===== src/rtl/link_pkg.sv =====
// Shared constants and state encoding for the four-phase Request/Ack link.
package link_pkg;

    localparam int DATA_WIDTH = 16;
    localparam int DEPTH      = 16;
    localparam int ADDR_WIDTH = 4;

    typedef enum logic [1:0] {
        IDLE      = 2'd0,
        CAPTURE   = 2'd1,
        WAIT_DROP = 2'd2
    } rx_state_e;

    function automatic logic [ADDR_WIDTH-1:0] ptr_inc(input logic [ADDR_WIDTH-1:0] ptr);
        return ptr + ADDR_WIDTH'(1);
    endfunction

endpackage


===== src/rtl/sync_fifo.sv =====
// Single-clock FIFO with registered head-of-queue read port and registered flags.
module sync_fifo
    import link_pkg::*;
#(
    parameter int P_DATA_WIDTH = DATA_WIDTH,
    parameter int P_DEPTH      = DEPTH,
    parameter int P_ADDR_WIDTH = ADDR_WIDTH
) (
    input  logic                    clk,
    input  logic                    rst,
    input  logic                    i_wr_en,
    input  logic [P_DATA_WIDTH-1:0] i_wr_data,
    input  logic                    i_rd_en,
    output logic [P_DATA_WIDTH-1:0] o_rd_data,
    output logic                    o_empty,
    output logic                    o_full,
    output logic [P_ADDR_WIDTH:0]   o_count
);

    logic [P_DATA_WIDTH-1:0] r_mem [P_DEPTH];
    logic [P_ADDR_WIDTH-1:0] r_wr_ptr;
    logic [P_ADDR_WIDTH-1:0] r_rd_ptr;
    logic [P_ADDR_WIDTH:0]   r_count;
    logic                    r_empty;
    logic                    r_full;
    logic [P_DATA_WIDTH-1:0] r_rd_data;
    logic                    w_wr;
    logic                    w_rd;
    logic [P_ADDR_WIDTH:0]   w_count_nxt;

    // Qualify requests against the current flags and compute next occupancy.
    always_comb begin
        w_wr        = i_wr_en & ~r_full;
        w_rd        = i_rd_en & ~r_empty;
        w_count_nxt = r_count;
        case ({w_wr, w_rd})
            2'b10:   w_count_nxt = r_count + (P_ADDR_WIDTH+1)'(1);
            2'b01:   w_count_nxt = r_count - (P_ADDR_WIDTH+1)'(1);
            default: w_count_nxt = r_count;
        endcase
    end

    // Storage array; contents deliberately survive reset.
    always_ff @(posedge clk) begin
        if (w_wr) begin
            r_mem[r_wr_ptr] <= i_wr_data;
        end
    end

    // Pointers, occupancy, flags and the registered head word.
    always_ff @(posedge clk or posedge rst) begin
        if (rst) begin
            r_wr_ptr  <= '0;
            r_rd_ptr  <= '0;
            r_count   <= '0;
            r_empty   <= 1'b1;
            r_full    <= 1'b0;
            r_rd_data <= '0;
        end else begin
            if (w_wr) begin
                r_wr_ptr <= ptr_inc(r_wr_ptr);
            end
            if (w_rd) begin
                r_rd_ptr <= ptr_inc(r_rd_ptr);
            end
            r_count <= w_count_nxt;
            r_empty <= (w_count_nxt == (P_ADDR_WIDTH+1)'(0));
            r_full  <= (w_count_nxt == (P_ADDR_WIDTH+1)'(P_DEPTH));
            // Head word is held while empty so the consumer sees the last value.
            if (!r_empty) begin
                r_rd_data <= r_mem[r_rd_ptr];
            end
        end
    end

    assign o_rd_data = r_rd_data;
    assign o_empty   = r_empty;
    assign o_full    = r_full;
    assign o_count   = r_count;

endmodule


===== src/rtl/receiver.sv =====
// Four-phase link receiver: captures one word per Request phase into a FIFO,
// drives a registered Ack and pulses BlockDone after every DEPTH-th word.
module receiver
    import link_pkg::*;
#(
    parameter int P_DATA_WIDTH = DATA_WIDTH,
    parameter int P_DEPTH      = DEPTH,
    parameter int P_ADDR_WIDTH = ADDR_WIDTH
) (
    input  logic                    clk,
    input  logic                    Reset,
    input  logic                    Request,
    input  logic [P_DATA_WIDTH-1:0] DataIn,
    output logic                    Ack,
    input  logic                    Pop,
    output logic [P_DATA_WIDTH-1:0] DataOut,
    output logic                    Empty,
    output logic                    Full,
    output logic [P_ADDR_WIDTH:0]   Count,
    output logic                    BlockDone
);

    rx_state_e               r_state;
    rx_state_e               w_state_nxt;
    logic                    r_ack;
    logic                    r_block_done;
    logic [P_ADDR_WIDTH-1:0] r_blk_cnt;
    logic                    w_wr_en;
    logic                    w_ack_nxt;
    logic                    w_full;

    // Link state register.
    always_ff @(posedge clk or posedge Reset) begin
        if (Reset) begin
            r_state <= IDLE;
        end else begin
            r_state <= w_state_nxt;
        end
    end

    // Next-state logic: one write per Request high phase, blocked while full.
    always_comb begin
        w_state_nxt = r_state;
        case (r_state)
            IDLE: begin
                if (Request && !w_full) begin
                    w_state_nxt = CAPTURE;
                end else begin
                    w_state_nxt = IDLE;
                end
            end
            CAPTURE: w_state_nxt = WAIT_DROP;
            WAIT_DROP: begin
                if (Request) begin
                    w_state_nxt = WAIT_DROP;
                end else begin
                    w_state_nxt = IDLE;
                end
            end
            default: w_state_nxt = IDLE;
        endcase
    end

    // Output decode: write strobe and the value Ack takes at the next edge.
    always_comb begin
        w_wr_en   = 1'b0;
        w_ack_nxt = 1'b0;
        if ((r_state == IDLE) && Request && !w_full) begin
            w_wr_en = 1'b1;
        end else begin
            w_wr_en = 1'b0;
        end
        // Ack is high while the link sits in WAIT_DROP, i.e. one cycle after the write.
        if (w_state_nxt == WAIT_DROP) begin
            w_ack_nxt = 1'b1;
        end else begin
            w_ack_nxt = 1'b0;
        end
    end

    // Registered Ack, block counter and BlockDone pulse.
    always_ff @(posedge clk or posedge Reset) begin
        if (Reset) begin
            r_ack        <= 1'b0;
            r_blk_cnt    <= '0;
            r_block_done <= 1'b0;
        end else begin
            r_ack        <= w_ack_nxt;
            r_block_done <= w_wr_en && (r_blk_cnt == P_ADDR_WIDTH'(P_DEPTH - 1));
            if (w_wr_en) begin
                r_blk_cnt <= ptr_inc(r_blk_cnt);
            end
        end
    end

    sync_fifo #(
        .P_DATA_WIDTH (P_DATA_WIDTH),
        .P_DEPTH      (P_DEPTH),
        .P_ADDR_WIDTH (P_ADDR_WIDTH)
    ) u_fifo (
        .clk       (clk),
        .rst       (Reset),
        .i_wr_en   (w_wr_en),
        .i_wr_data (DataIn),
        .i_rd_en   (Pop),
        .o_rd_data (DataOut),
        .o_empty   (Empty),
        .o_full    (w_full),
        .o_count   (Count)
    );

    assign Full      = w_full;
    assign Ack       = r_ack;
    assign BlockDone = r_block_done;

endmodule


===== config.mk =====
export PLATFORM = sky130hd
export DESIGN_NAME = receiver
export DESIGN_NICKNAME = d
export VERILOG_FILES = /design/src/rtl/link_pkg.sv /design/src/rtl/sync_fifo.sv /design/src/rtl/receiver.sv
export SDC_FILE = /design/constraint.sdc
export NUM_CORES = 1
export LEC_CHECK = 0
export CAP_MARGIN = 40
export CORE_AREA = 10 10 126 243
export DETAILED_ROUTE_END_ITERATION = 10
export DIE_AREA = 0 0 136 253
export PLACE_DENSITY = 0.59
export SLEW_MARGIN = 20
export SYNTH_ARGS = -nofsm -noshare
export SYNTH_HDL_FRONTEND = slang
export SYNTH_SLANG_ARGS = --single-unit

===== constraint.sdc =====
create_clock -name clk -period 2.45 [get_ports clk]
set_input_delay 0.245 -clock clk [delete_from_list [all_inputs] [get_ports clk]]
set_output_delay 0.245 -clock clk [all_outputs]
set_load 0.01 [all_outputs]

# After elaboration in Yosys (flattened, before gate mapping)
# Memory sizes are Yosys's and may differ from the RTL's. A register that Yosys moved wholly into a read port is not among the register bits.
# Index checks and enable logic that the tools add are counted.
dict set report classes {
  addsub 5
  n_eq_ne 7
  mux 8
  bitwise_logic 4
  n_reduce_logical 8
}
# operator count
set op_table {}
lappend op_table {{$add 4x1->4 const B} 3}
lappend op_table {{$pmux 5 s2} 1}
lappend op_table {{$eq 2x2->1 const B} 3}
lappend op_table {{$pmux 2 s3} 1}
lappend op_table {{$add 5x1->5 const B} 1}
lappend op_table {{$eq 5x5->1 const B} 1}
lappend op_table {{$logic_not 5->1} 1}
lappend op_table {{$mux 1} 5}
lappend op_table {{$sub 5x1->5 const B} 1}
lappend op_table {{$eq 2x1->1 const B} 2}
lappend op_table {{$eq 4x4->1 const B} 1}
lappend op_table {{$logic_and 1x1->1} 4}
lappend op_table {{$and 1x1->1} 2}
lappend op_table {{$logic_not 1->1} 2}
lappend op_table {{$logic_not 2->1} 1}
lappend op_table {{$mux 2} 1}
lappend op_table {{$not 1->1} 2}
dict set report word_totals {
  ff_bits 23
  ramBits 256
  in_bits 20
  out_inout_bits 25
  wordCells 42
  memories 1
}
# name words word_bits rd rd_ports_with_merged_regs wr line_no
set memory_table {}
lappend memory_table {u_fifo.r_mem 16 16 1 1 1 sync_fifo.sv:20} ;# logic [P_DATA_WIDTH-1:0] r_mem [P_DEPTH];

# Depth between registers and ports, before layout
# Gate-level depths: netlist of the first run.
dict set report depth {
  ltp_word 8
  depth_mapped 13
  ltp_nobuf 12
}

# Hierarchy
# Synthesis of the first run repeated with hierarchy kept, for this count alone.
dict set report hier_totals {
  hier_cells 643
  area_unflattened_um2 11927.7
}
# module instances cells_per_inst area_each_um2 seq_area_each_um2
set by_module_without_submodules {}
lappend by_module_without_submodules {sync_fifo 1 620 11602.4 8464.4}
lappend by_module_without_submodules {receiver 1 23 325.3 200.2}

# Least setup slack after synthesis of the first run
# No wires, ideal clock.
dict set report synth_path {
  path_type {flip-flop to flip-flop}
  start {reg r_state[0]}
  end {mem u_fifo.r_mem[0][0] (netlist name), enable pin}
  setup_ns 0.409
  t_arrival_ns 2.328
  required_ns 2.041
  setup_slack_ns -0.287
  stages_incl_launch_ff 7
  n_path_buf 1
  period_less_slack_ns 2.737
  cell_sequence {dfrtp_1 inv_1 nand2_1 nor3_1 buf_2 nand2_1 nor3_1}
}
dict set report synth_via {
  elab_chain_cells 7
}
# element line_no
set synth_rtl {}
lappend synth_rtl {{start: declaration} receiver.sv:23} ;# rx_state_e r_state;
lappend synth_rtl {{start signal: assignment} receiver.sv:37} ;# r_state <= w_state_nxt;
lappend synth_rtl {{$logic_not 2->1} receiver.sv:68} ;# if ((r_state == IDLE) && Request && !w_full) begin
lappend synth_rtl {{$logic_and 1x1->1 (2 in a row)} receiver.sv:68}
lappend synth_rtl {{$mux 1} receiver.sv:68}
lappend synth_rtl {{$and 1x1->1} sync_fifo.sv:33} ;# w_wr = i_wr_en & ~r_full;
lappend synth_rtl {{$mux 1} sync_fifo.sv:45} ;# if (w_wr) begin
lappend synth_rtl {{$mux 1 (not written as such)} sync_fifo.sv:46} ;# r_mem[r_wr_ptr] <= i_wr_data;
lappend synth_rtl {{end: declaration} sync_fifo.sv:20}
# No other way between the ends.

# Worst setup path after layout of the first run
dict set report layout_path {
  start {reg u_fifo.r_empty, in the netlist u_fifo.o_empty}
  end {out Empty}
}
# element line_no
set layout_rtl {}
lappend layout_rtl {{start: declaration} sync_fifo.sv:24} ;# logic r_empty;
lappend layout_rtl {{start signal: assignment} sync_fifo.sv:67} ;# r_empty <= (w_count_nxt == (P_ADDR_WIDTH+1)'(0));
lappend layout_rtl {{end: declaration} receiver.sv:17} ;# output logic Empty,
# No word-level cell between the ends.

==> results of run 1 <==
==> worst register-to-register path: stages (launching register included) <==
cell and delay, ps:
dfrtp_1 380, inv_2 80, nand2_4 60, nor3_4 180, inv_2 80, ha_4 160, xor2_1 150, ha_2 220
nor2_2 60, o31ai_2 240, o211ai_1 140, xnor2_1 270, nor3b_2 210
==> registers in the layout, summed over array words and instances (netlist names) <==
| register | flops |
|---|---|
| BlockDone | 1 |
| u_fifo.o_rd_data | 16 |
| u_fifo.r_rd_ptr | 4 |
| r_state | 2 |
| u_fifo.r_wr_ptr | 4 |
| Ack | 1 |
| u_fifo.o_full | 1 |
| u_fifo.r_mem | 256 |
| u_fifo.o_empty | 1 |
| u_fifo.o_count | 5 |
| r_blk_cnt | 4 |
==> logic make-up after synthesis <==
| logic type | after synthesis |
|---|---|
| compound gates | 91 |
| mux | 78 |
| fa+ha+maj | 9 |
| flops | 295 |
| buf+inv | 52 |
| xor+xnor | 14 |
| simple gates | 96 |
==> cells in the mapped netlist (9+ instances only) <==
cell	count
a21o_1	9
nor2b_1	20
a211oi_1	9
mux4_2	42
inv_1	16
a31oi_1	9
nand2_1	30
ha_1	9
o21ai_0	16
a21oi_1	11
mux2i_1	20
xnor2_1	10
mux2_2	10
nor2_1	17
nand2b_1	14
edfxtp_1	256
clkbuf_1	11
dfrtp_1	38
==> routing by layer <==
metal / GRT usage, % / wire length, um / vias to the layer above
li1: - / - / 2694
met1: 20.0 / 10700 / 3113
met2: 27.3 / 14100 / 127
met3: 1.81 / 917 / 26
met4: 3.64 / 414 / 0
met5: 0 / 0 / -
==> repair_timing <==
item / 4_1_cts / 5_1_grt
endpoints found under the setup margin: 0 / 2
hold buffers: 0 / 0
setup buffers: 0 / 3
gates resized for setup: 0 / 10
==> report_power, final <==
part | switching (mW) | leakage, nW | internal, mW | total [mW]
Combinational | 2.62 | 1.52 | 2.58 | 5.20
Sequential | 0.618 | 2.77 | 6.12 | 6.74
Clock | 1.85 | 0.472 | 2.74 | 4.59
==> final timing paths <==
path / cells past startpoint / to / slack (ps)
max: 2 / Empty / 70
min: 2 / u_fifo.o_count[3] / 90
max reg2reg: 12 / u_fifo.o_full / 150
min reg2reg: 1 / r_blk_cnt[3] / 470
max in group asynchronous: 3 / u_fifo.o_rd_data[9] / 1740
min in group clk: 3 / Ack / 370
==> cell type report <==
| type | instances | share of cell area, % |
|---|---|---|
| multi-input combinational | 288 | 20.7 |
| timing repair buffer | 99 | 7.05 |
| clock buffer | 31 | 5.13 |
| tap | 348 | 3.10 |
| clock inverter | 18 | 1.80 |
| inverter | 16 | 0.428 |
| sequential | 295 | 61.7 |
==> stage by stage <==
step                      setup WS [ps]  util (%)  setup TNS, ps
after floorplan                    1.23         -              0
after global placement            -65.4      48.7          -70.7
after detailed placement           -117      48.7           -168
after CTS                          33.5      52.4              0
after global routing              -11.4      52.6          -11.4
final                              72.3      52.6              0
==> qor.yml, run 1 <==
status: "completed"
start_kind: "flip-flop"
synth_nets: 664
max_stage_delay_ps: 640
synth_mux_area_share_pct: 12.0
clk_pin_slew_ps: 70
crit_type: "flip-flop to primary output"
maxCapViolations: 0
die_area_mm2: 0.0344
synth_cell_types: 41
power_mw: 16.5
root_buffer: "clkbuf_16"
ys_warn_count: 0
power_density_mw_per_mm2: 1180
final_hold_viol_count: 0
final_cell_mix: "256 x edfxtp_1, 44 x clkdlybuf4s50_1, 44 x buf_4"
path_delay_family: "buffers and inverters"
gp_congestion: 0.793
grt_pass1_vias: 6326
final_cells: 1095
final_common_cell: "edfxtp_1"
drive_above_1_share_pct: 26.6
synth-main-ff-cell: "edfxtp_1"
io_pins: 45
numPortBuffers: 44
clock-skew-final_ps: 8.56
grt_max_degree: 47
hold_path_class: "input port to async pin"
firstDrtPassIters: 5
nets: 756
drt_iter0_drc: 566
grtUsageTotal_pct: 15.5
ys_seq_elements: 295
clock_latency_ps: 540
synth_xor_xnor_area_share_pct: 1.04
antenna_cells: 0
final_area_mm2: 0.0140
numCtsBuffers: 27
netlist_area_mm2: 0.0118
postSynth.asyncResetShare_pct: 13.2
cp.buffers_inverters: 2
slew-limit-headroom_pct: 57.6
r2r_start: "r_state[0]"
max_freq_ghz: 0.421
setup_viol: 0
netlist_top_cells_area: "edfxtp_1 65%, dfrtp_1 8.1%, mux4_2 8.0%, mux2i_1 1.7%, mux4_1 1.3%"
critPathSlowestCell: "clkdlybuf4s50_1"
timing.final.crit_share_pct: 97.0
ff_latch_area_mm2: 0.00867
clockBufferDepth: 3
crit_path_cell_trace: "buf_4 > clkdlybuf4s50_1"
dp_hpwl_um: 16500
ant_nets: 0
drc_errors: 0
antenna_found_initial: 0
startpoint: "u_fifo.o_empty"
report.final.slew_viol_count: 0
critPathMaxFanout: 27
synth_top_family_by_area: "multiplexers"
vias: 5960
synth_top_area_share_pct: 65.1
tightest_slew_ps: 633
syn_inst: 635
synth-edff-count: 256
die_x_um: 136
grt.overflow.total: 0
num-fill-cells: 2093
dp.cells: 1043
cts_sinks: 295
core_mm2: 0.0267
wl_um: 26200
cts_tree: "yes"
yosysTopAreaCell: "edfxtp_1"
h-tree-depth: 1
min_period_ps: 2380
wl_per_cell_um: 23.9
whs_ps: 93.2
grt_pass1_wl_um: 40400
yosys.area_share.adder_pct: 0.954
end_kind: "primary output"
dieHeight_um: 253
synth_compound_area_share_pct: 5.82
placedInstanceArea_mm2: 0.0130
multiInputGateArea_mm2: 0.00291
area_growth_pct: 19.0
critPathRequiredTime_ps: 2200
syn-mean-instance-area_um2: 18.6
rows: 85
max-vdd-ir-drop_uv: 687
critPathArrivalTime_ps: 2130
seq_area_frac_synth_pct: 73.4
synthSimpleGateAreaFrac_pct: 4.06
viasPerCell: 5.44
start_util_pct: 44.2
p_leak_nw: 4.76
No activity file was read; power rests on OpenSTA's default activity.
==> inputs of run 2 (changes only) <==
--- a/config.mk
+++ b/config.mk
@@ -10,6 +10,7 @@
 export DETAILED_ROUTE_END_ITERATION = 10
 export DIE_AREA = 0 0 136 253
 export PLACE_DENSITY = 0.59
+export REMOVE_ABC_BUFFERS = 1
 export SLEW_MARGIN = 20
 export SYNTH_ARGS = -nofsm -noshare
 export SYNTH_HDL_FRONTEND = slang
==> qor.yml, run 2 (same netlist as run 1, synthesis figures left out) <==
status: "completed"
numCtsBuffers: 26
start_util_pct: 44.2
drc_errors: 0
cts_sinks: 295
path_delay_family: "buffers and inverters"
drt_iter0_drc: 392
core_mm2: 0.0267
start_kind: "flip-flop"
power_mw: 15.9
viasPerCell: 5.41
critPathSlowestCell: "clkdlybuf4s50_1"
dieHeight_um: 253
numPortBuffers: 44
area_growth_pct: 18.1
crit_type: "flip-flop to primary output"
p_leak_nw: 4.72
tightest_slew_ps: 635
cts_tree: "yes"
reg2reg_slack_ps: 140
gp_congestion: 0.761
end_kind: "primary output"
regMostFlops: "u_fifo.r_mem"
timing.final.crit_share_pct: 96.3
power_density_mw_per_mm2: 1140
maxCapViolations: 0
final_cell_mix: "256 x edfxtp_1, 59 x buf_4, 44 x clkdlybuf4s50_1"
grt_pass1_vias: 6281
num-fill-cells: 2116
critPathArrivalTime_ps: 2110
largest_reg_flops: 256
vias: 5969
critPathMaxFanout: 27
die_x_um: 136
wl_um: 24800
report.final.slew_viol_count: 0
die_area_mm2: 0.0344
rsz0062_at_grt: "yes"
hold_path_class: "input port to async pin"
reg2regPathDepth: 13
slew-limit-headroom_pct: 57.5
grtUsageTotal_pct: 14.5
clk_pin_slew_ps: 70
crit_cells: 2
dp.cells: 1053
setup_viol: 0
clock_latency_ps: 540
ctsHoldBuffers: 0
max-vdd-ir-drop_uv: 934
final_common_cell: "edfxtp_1"
io_pins: 45
clock-skew-final_ps: 17.3
grt_pass1_wl_um: 37900
grt_max_degree: 29
rows: 85
cp.buffers_inverters: 2
drive_above_1_share_pct: 27.5
max_freq_ghz: 0.424
final_hold_viol_count: 0
crit_path_cell_trace: "buf_4 > clkdlybuf4s50_1"
root_buffer: "clkbuf_16"
clockBufferDepth: 3
ant_nets: 0
max_stage_delay_ps: 630
r2r_start: "r_state[0]"
rr_endpoint: "u_fifo.o_full"
dp_hpwl_um: 16100
nets: 765
antenna_found_initial: 0
antenna_cells: 0
firstDrtPassIters: 4
wl_per_cell_um: 22.5
final_cells: 1104
h-tree-depth: 1
min_period_ps: 2360
grt.overflow.total: 0
critPathRequiredTime_ps: 2200
run 2: cell type report:
| class | instances | area, um2 | area share [%] |
|---|---|---|---|
| flip-flops and latches | 295 | 8670 | 62.2 |
| multi-input cells | 288 | 2900 | 20.8 |
| repair buffers | 109 | 1000 | 7.20 |
| clock buffers | 33 | 738 | 5.29 |
| well taps | 348 | 435 | 3.12 |
| clock inverters | 15 | 131 | 0.942 |
| inverters | 16 | 60.1 | 0.431 |
run 2: worst max path at each step:
stage,start,endpoint
global placement,Request,u_fifo.o_full
floorplan,u_fifo.r_rd_ptr[1],u_fifo.o_rd_data[14]
CTS,u_fifo.o_empty,Empty
global route,r_state[0],u_fifo.o_full
detailed placement,Request,u_fifo.o_full
finish,u_fifo.o_empty,Empty
run 2: metrics by stage:
step                hold slack (ps)  util (%)  instance area (um2)  TNS, ps  setup slack [ps]
floorplan                       344         -                11500  -113550             -1170
global placement                461      48.8                13000     -203              -115
detailed placement              464      48.8                13000     -374              -218
CTS                            75.5      52.0                13900        0              45.7
global route                   94.3      52.2                13900    -57.9             -57.9
finish                         63.5      52.2                13900        0              90.6
run 2: report_power, final:
group          internal, mW  switching (mW)  leakage (nW)
Clock                  2.27            1.82         0.406
Sequential             6.12           0.561          2.77
Combinational          2.57            2.59          1.55
run 2: what timing repair did:
item	in CTS	in global routing
endpoints found under the setup margin	0	3
gates resized for setup	0	10
setup buffers	0	3
run 2: per-layer routing:
layer	part of all wire, %	GRT usage [%]
met4	1.7	4.04
met2	54	25.8
met1	41	18.1
met3	3.8	1.87
met5	0	0
==> inputs of run 3 (changes only) <==
--- a/config.mk
+++ b/config.mk
@@ -5,6 +5,7 @@
 export SDC_FILE = /design/constraint.sdc
 export NUM_CORES = 1
 export LEC_CHECK = 0
+export ABC_CLOCK_PERIOD_IN_PS = 2450
 export CAP_MARGIN = 40
 export CORE_AREA = 10 10 126 243
 export DETAILED_ROUTE_END_ITERATION = 10
==> results of run 3 <==
No change in the layout: final DEF, timing and power equal those of run 2.
==> edit 1 (config.mk and constraints of run 1) <==
The package constant `DEPTH` goes from 16 to 64.
--- a/src/rtl/link_pkg.sv
+++ b/src/rtl/link_pkg.sv
@@ -3,5 +3,5 @@
 
     localparam int DATA_WIDTH = 16;
-    localparam int DEPTH      = 16;
+    localparam int DEPTH      = 64;
     localparam int ADDR_WIDTH = 4;
 
Formal check against the unedited RTL: not equivalent (Yosys sat finds a counterexample within 4 cycles, from zero or initial values and one cycle with Reset high).
==> edit 1 against run 1 <==
- count of clock-buffer cells in the layout is 1 higher
- power is 6.2% lower
- highest routed layer unchanged
- sequential power hardly changed
- worst setup slack better by 0.049 ns
- critical path type is now reg -> reg
- register-to-register slack worse by 0.03 ns
- wire length is 9.7% lower
- first-iteration DRC count is 44% lower
- area after synthesis is 2.3% lower
- critical path depth is 10 higher
- final area is 2.6% lower
- via count is 5.5% lower
- clock skew is 0.011 ns higher
- sequential cell count stayed put
==> edit 1: results <==
{
  "globalRouteMet1Util_pct": 17.2,
  "crit_fanout": 3,
  "yosysUniqueCellTypes": 39,
  "drive_gt1_share_pct": 22.3,
  "ys_seq_area_share_pct": 75.1,
  "p_switching_w": 0.00468,
  "grt_pass1_wl_mm": 36.4,
  "regToRegSetupSlack_ns": 0.12,
  "dp_cells": 987,
  "vias": 5633,
  "synth_area_leaders": "edfxtp_1, dfrtp_1, mux4_2, mux4_1, mux2i_1",
  "synth_compound_area_share_pct": 3.05,
  "power_leakage_nw": 4.63,
  "drt_iter0_markers": 318,
  "synth_xor_area_share_pct": 1.14,
  "slowest_stage": "dfrtp_1",
  "wl_mm": 23.7,
  "pg_comb_w": 0.00492,
  "worst_path_largest_cell_delay_ns": 0.37,
  "path_clk_slew_ns": 0.06,
  "placed_area_um2": 12800,
  "post_cts_resized": 9,
  "postCtsSetupBuffers": 2,
  "fillCellCount": 2151,
  "fin_nets": 701,
  "dr_wl_met2_mm": 12.8,
  "muxShareOfSynthArea_pct": 14.6,
  "dpl.hpwl_mm": 14.7,
  "wl_met1_mm": 9.59,
  "critPathCapture": "u_fifo.o_full",
  "r2r_cells": 12,
  "clockRootBuffer": "clkbuf_16",
  "netlist_instances": 579,
  "critPathLaunch": "r_state[0]",
  "worst_pin_slew_ns": 0.603,
  "async_reset_ff_share_pct": 13.2,
  "wl_per_cell_um": 22.8,
  "met2_usage_pct": 25.1,
  "top_layer_used": "met4",
  "grt_max_degree": 30,
  "clock_skew_ns": 0.0194,
  "place_congestion": 0.772,
  "met3_usage_pct": 1.93,
  "met3WireLength_um": 858,
  "synth_fa_ha_area_share_pct": 0.976,
  "powerSeq_w": 0.00674,
  "port_buffers": 44,
  "worstPathArrival_ns": 2.75,
  "peakVddDrop_mv": 0.685,
  "synth_fp_nets": 608,
  "grtUsageTotal_pct": 14.0,
  "status": "complete, no violations",
  "cp_top_family": "simple AND/OR/NAND/NOR gates",
  "synth_commonest_cells": "edfxtp_1, dfrtp_1, mux2i_1, mux4_2, nand2_1",
  "cts_buffers": 26,
  "grt_pass1_vias": 5957
}
[edit 1: changes by cell type after synthesis, moves of 9 or more]
cell and change:
a211oi_1 -9, o21ai_0 -13, mux4_1 +10, nor2b_1 -18
a31oi_1 -9, mux2i_1 +17, nand3_1 +10, nand2_1 -9
[edit 1: through the flow]
stage	setup slack [ns]	util, %	total power, W	hold slack [ns]
after floorplan	-0.410	-	0.00990	0.344
after global placement	-0.284	48.0	0.0117	0.467
after detailed placement	-0.350	48.0	0.0118	0.463
after CTS	0.000827	51.2	0.0157	0.0432
after global routing	-0.0404	51.3	0.0164	0.0819
final	0.121	51.3	0.0155	0.0416
[edit 1: cell type report]
cell class / count / share of cell area (%)
clock buffers: 32 / 4.92
clock inverters: 15 / 0.923
inverters: 12 / 0.338
multi-input cells: 245 / 20.1
flip-flops and latches: 295 / 63.3
well taps: 348 / 3.18
repair buffers: 92 / 7.22
==> edit 2 (config.mk and constraints of run 1) <==
Without the edit above. Register the output `Count`; this adds one clock of latency there. The other outputs are not delayed to match.
--- a/src/rtl/receiver.sv
+++ b/src/rtl/receiver.sv
@@ -20,4 +20,6 @@
     output logic                    BlockDone
 );
+
+    logic [P_ADDR_WIDTH:0] Count_d;
 
     rx_state_e               r_state;
@@ -107,5 +109,5 @@
         .o_empty   (Empty),
         .o_full    (w_full),
-        .o_count   (Count)
+        .o_count   (Count_d)
     );
 
@@ -114,4 +116,8 @@
     assign BlockDone = r_block_done;
 
+    always_ff @(posedge clk) begin
+        Count <= Count_d;
+    end
+
 endmodule
 
Behaviour: not the same (Yosys sat finds a counterexample within 4 cycles, from zero or initial values and one cycle with Reset high).
==> edit 2 against run 1 <==
- area after synthesis is 0.73% lower
- wire length shrank 9.3%
- worst setup slack better by 0.067 ns
- final area fell by 0.46%
- first-iteration DRC count is 22% lower
- sequential cell count is 5 higher
- power fell by 2.6%
- clock skew rose by 0.015 ns
- maximum frequency grew 2.9%
- critical endpoint is now u_fifo.o_full
==> edit 2: results <==
{
  "yosysUniqueCellTypes": 40,
  "drive_gt1_share_pct": 28.4,
  "cts_buffers": 26,
  "worst_pin_slew_ns": 0.549,
  "wl_per_cell_um": 23.0,
  "muxShareOfSynthArea_pct": 16.6,
  "detailedPlace.worstSlack_ns": -0.274,
  "synth_xor_area_share_pct": 1.12,
  "async_reset_ff_share_pct": 13.0,
  "internal_power_w": 0.0115,
  "drt_iter0_markers": 443,
  "crit_fanout": 3,
  "synth_commonest_cells": "edfxtp_1, dfrtp_1, mux4_2, mux2_2, mux4_1",
  "ys_seq_area_share_pct": 74.8,
  "yosys_warnings": 0,
  "fin_hold_ws_ns": 0.0643,
  "power_leakage_nw": 4.78,
  "instances_no_fill": 1032,
  "grtUsageTotal_pct": 14.0,
  "wl_met1_mm": 9.59,
  "grt_pass1_wl_mm": 36.2,
  "globalRouteMet1Util_pct": 17.6,
  "clock_skew_ns": 0.0235,
  "synth_fa_ha_area_share_pct": 0.961,
  "status": "complete, no violations",
  "fin_nets": 693,
  "grt_pass1_vias": 5865,
  "port_buffers": 44,
  "first_pass_iters": 4,
  "met3WireLength_mm": 1.02,
  "r2r-start": "r_state[1]",
  "worstPathArrival_ns": 2.75,
  "placed_area_um2": 13000,
  "grt_max_degree": 51,
  "synth_fp_nets": 600,
  "diodes": 0,
  "synth_compound_area_share_pct": 2.15,
  "dpl.hpwl_mm": 14.6,
  "dr_wl_met2_mm": 12.8,
  "dp_cells": 982,
  "clockBufferDepth": 3,
  "top_register": "u_fifo.r_mem",
  "peakVddDrop_mv": 0.735,
  "place_congestion": 0.764,
  "met2_usage_pct": 24.7,
  "clk_latency_ns": 0.55,
  "final_area_um2": 14000
}
[edit 2: cells by family (layout without fill, tap and decap cells)]
group / count (synthesis) / after routing
adders and majority gates: 9 / 9
buffers and inverters: 49 / 162
AOI/OAI and AO/OA: 44 / 44
and+or+nand+nor: 53 / 53
DFF: 300 / 300
xor gates and xnor gates: 15 / 15
muxes: 101 / 101
[edit 2: timing repair]
action                     in CTS  in global routing
setup endpoints to repair       0                  2
resized for setup               0                  5
hold buffers                    0                  0
setup buffers                   0                  2
[edit 2: worst max path at each step]
stage / cells past startpoint / end / start
floorplan: 14 / u_fifo.o_full / r_state[0]
global placement: 12 / u_fifo.o_full / Request
detailed placement: 12 / u_fifo.o_full / Request
CTS: 12 / u_fifo.o_full / r_state[0]
global route: 13 / u_fifo.o_full / r_state[0]
finish: 12 / u_fifo.o_full / r_state[1]
[edit 2: power by group through the flow]
stage | sequential (W) | combinational, W | clock, W
after floorplan | 0.00666 | 0.00340 | 0
after global placement | 0.00676 | 0.00495 | 0
after CTS | 0.00667 | 0.00500 | 0.00459
after global routing | 0.00675 | 0.00537 | 0.00478
final | 0.00667 | 0.00495 | 0.00449
after detailed placement | 0.00678 | 0.00499 | 0
[edit 2: worst max-delay path, stage by stage, from the launching register on]
cell     delay (ns)
dfrtp_2        0.44
nor3_4         0.22
inv_2          0.06
ha_2           0.18
xor2_1         0.14
ha_2           0.19
buf_4          0.12
buf_4          0.13
a21oi_1        0.14
xor2_1         0.15
nor2_1         0.06
xor2_1         0.16
nor4b_2        0.22
[edit 2: area by class of cell]
type | instances | area [µm²]
tap | 348 | 435
clock inverter | 19 | 277
inverter | 17 | 63.8
multi-input combinational | 222 | 2790
clock buffer | 29 | 662
fill | 2130 | 12700
sequential | 300 | 8770
timing repair buffer | 97 | 988
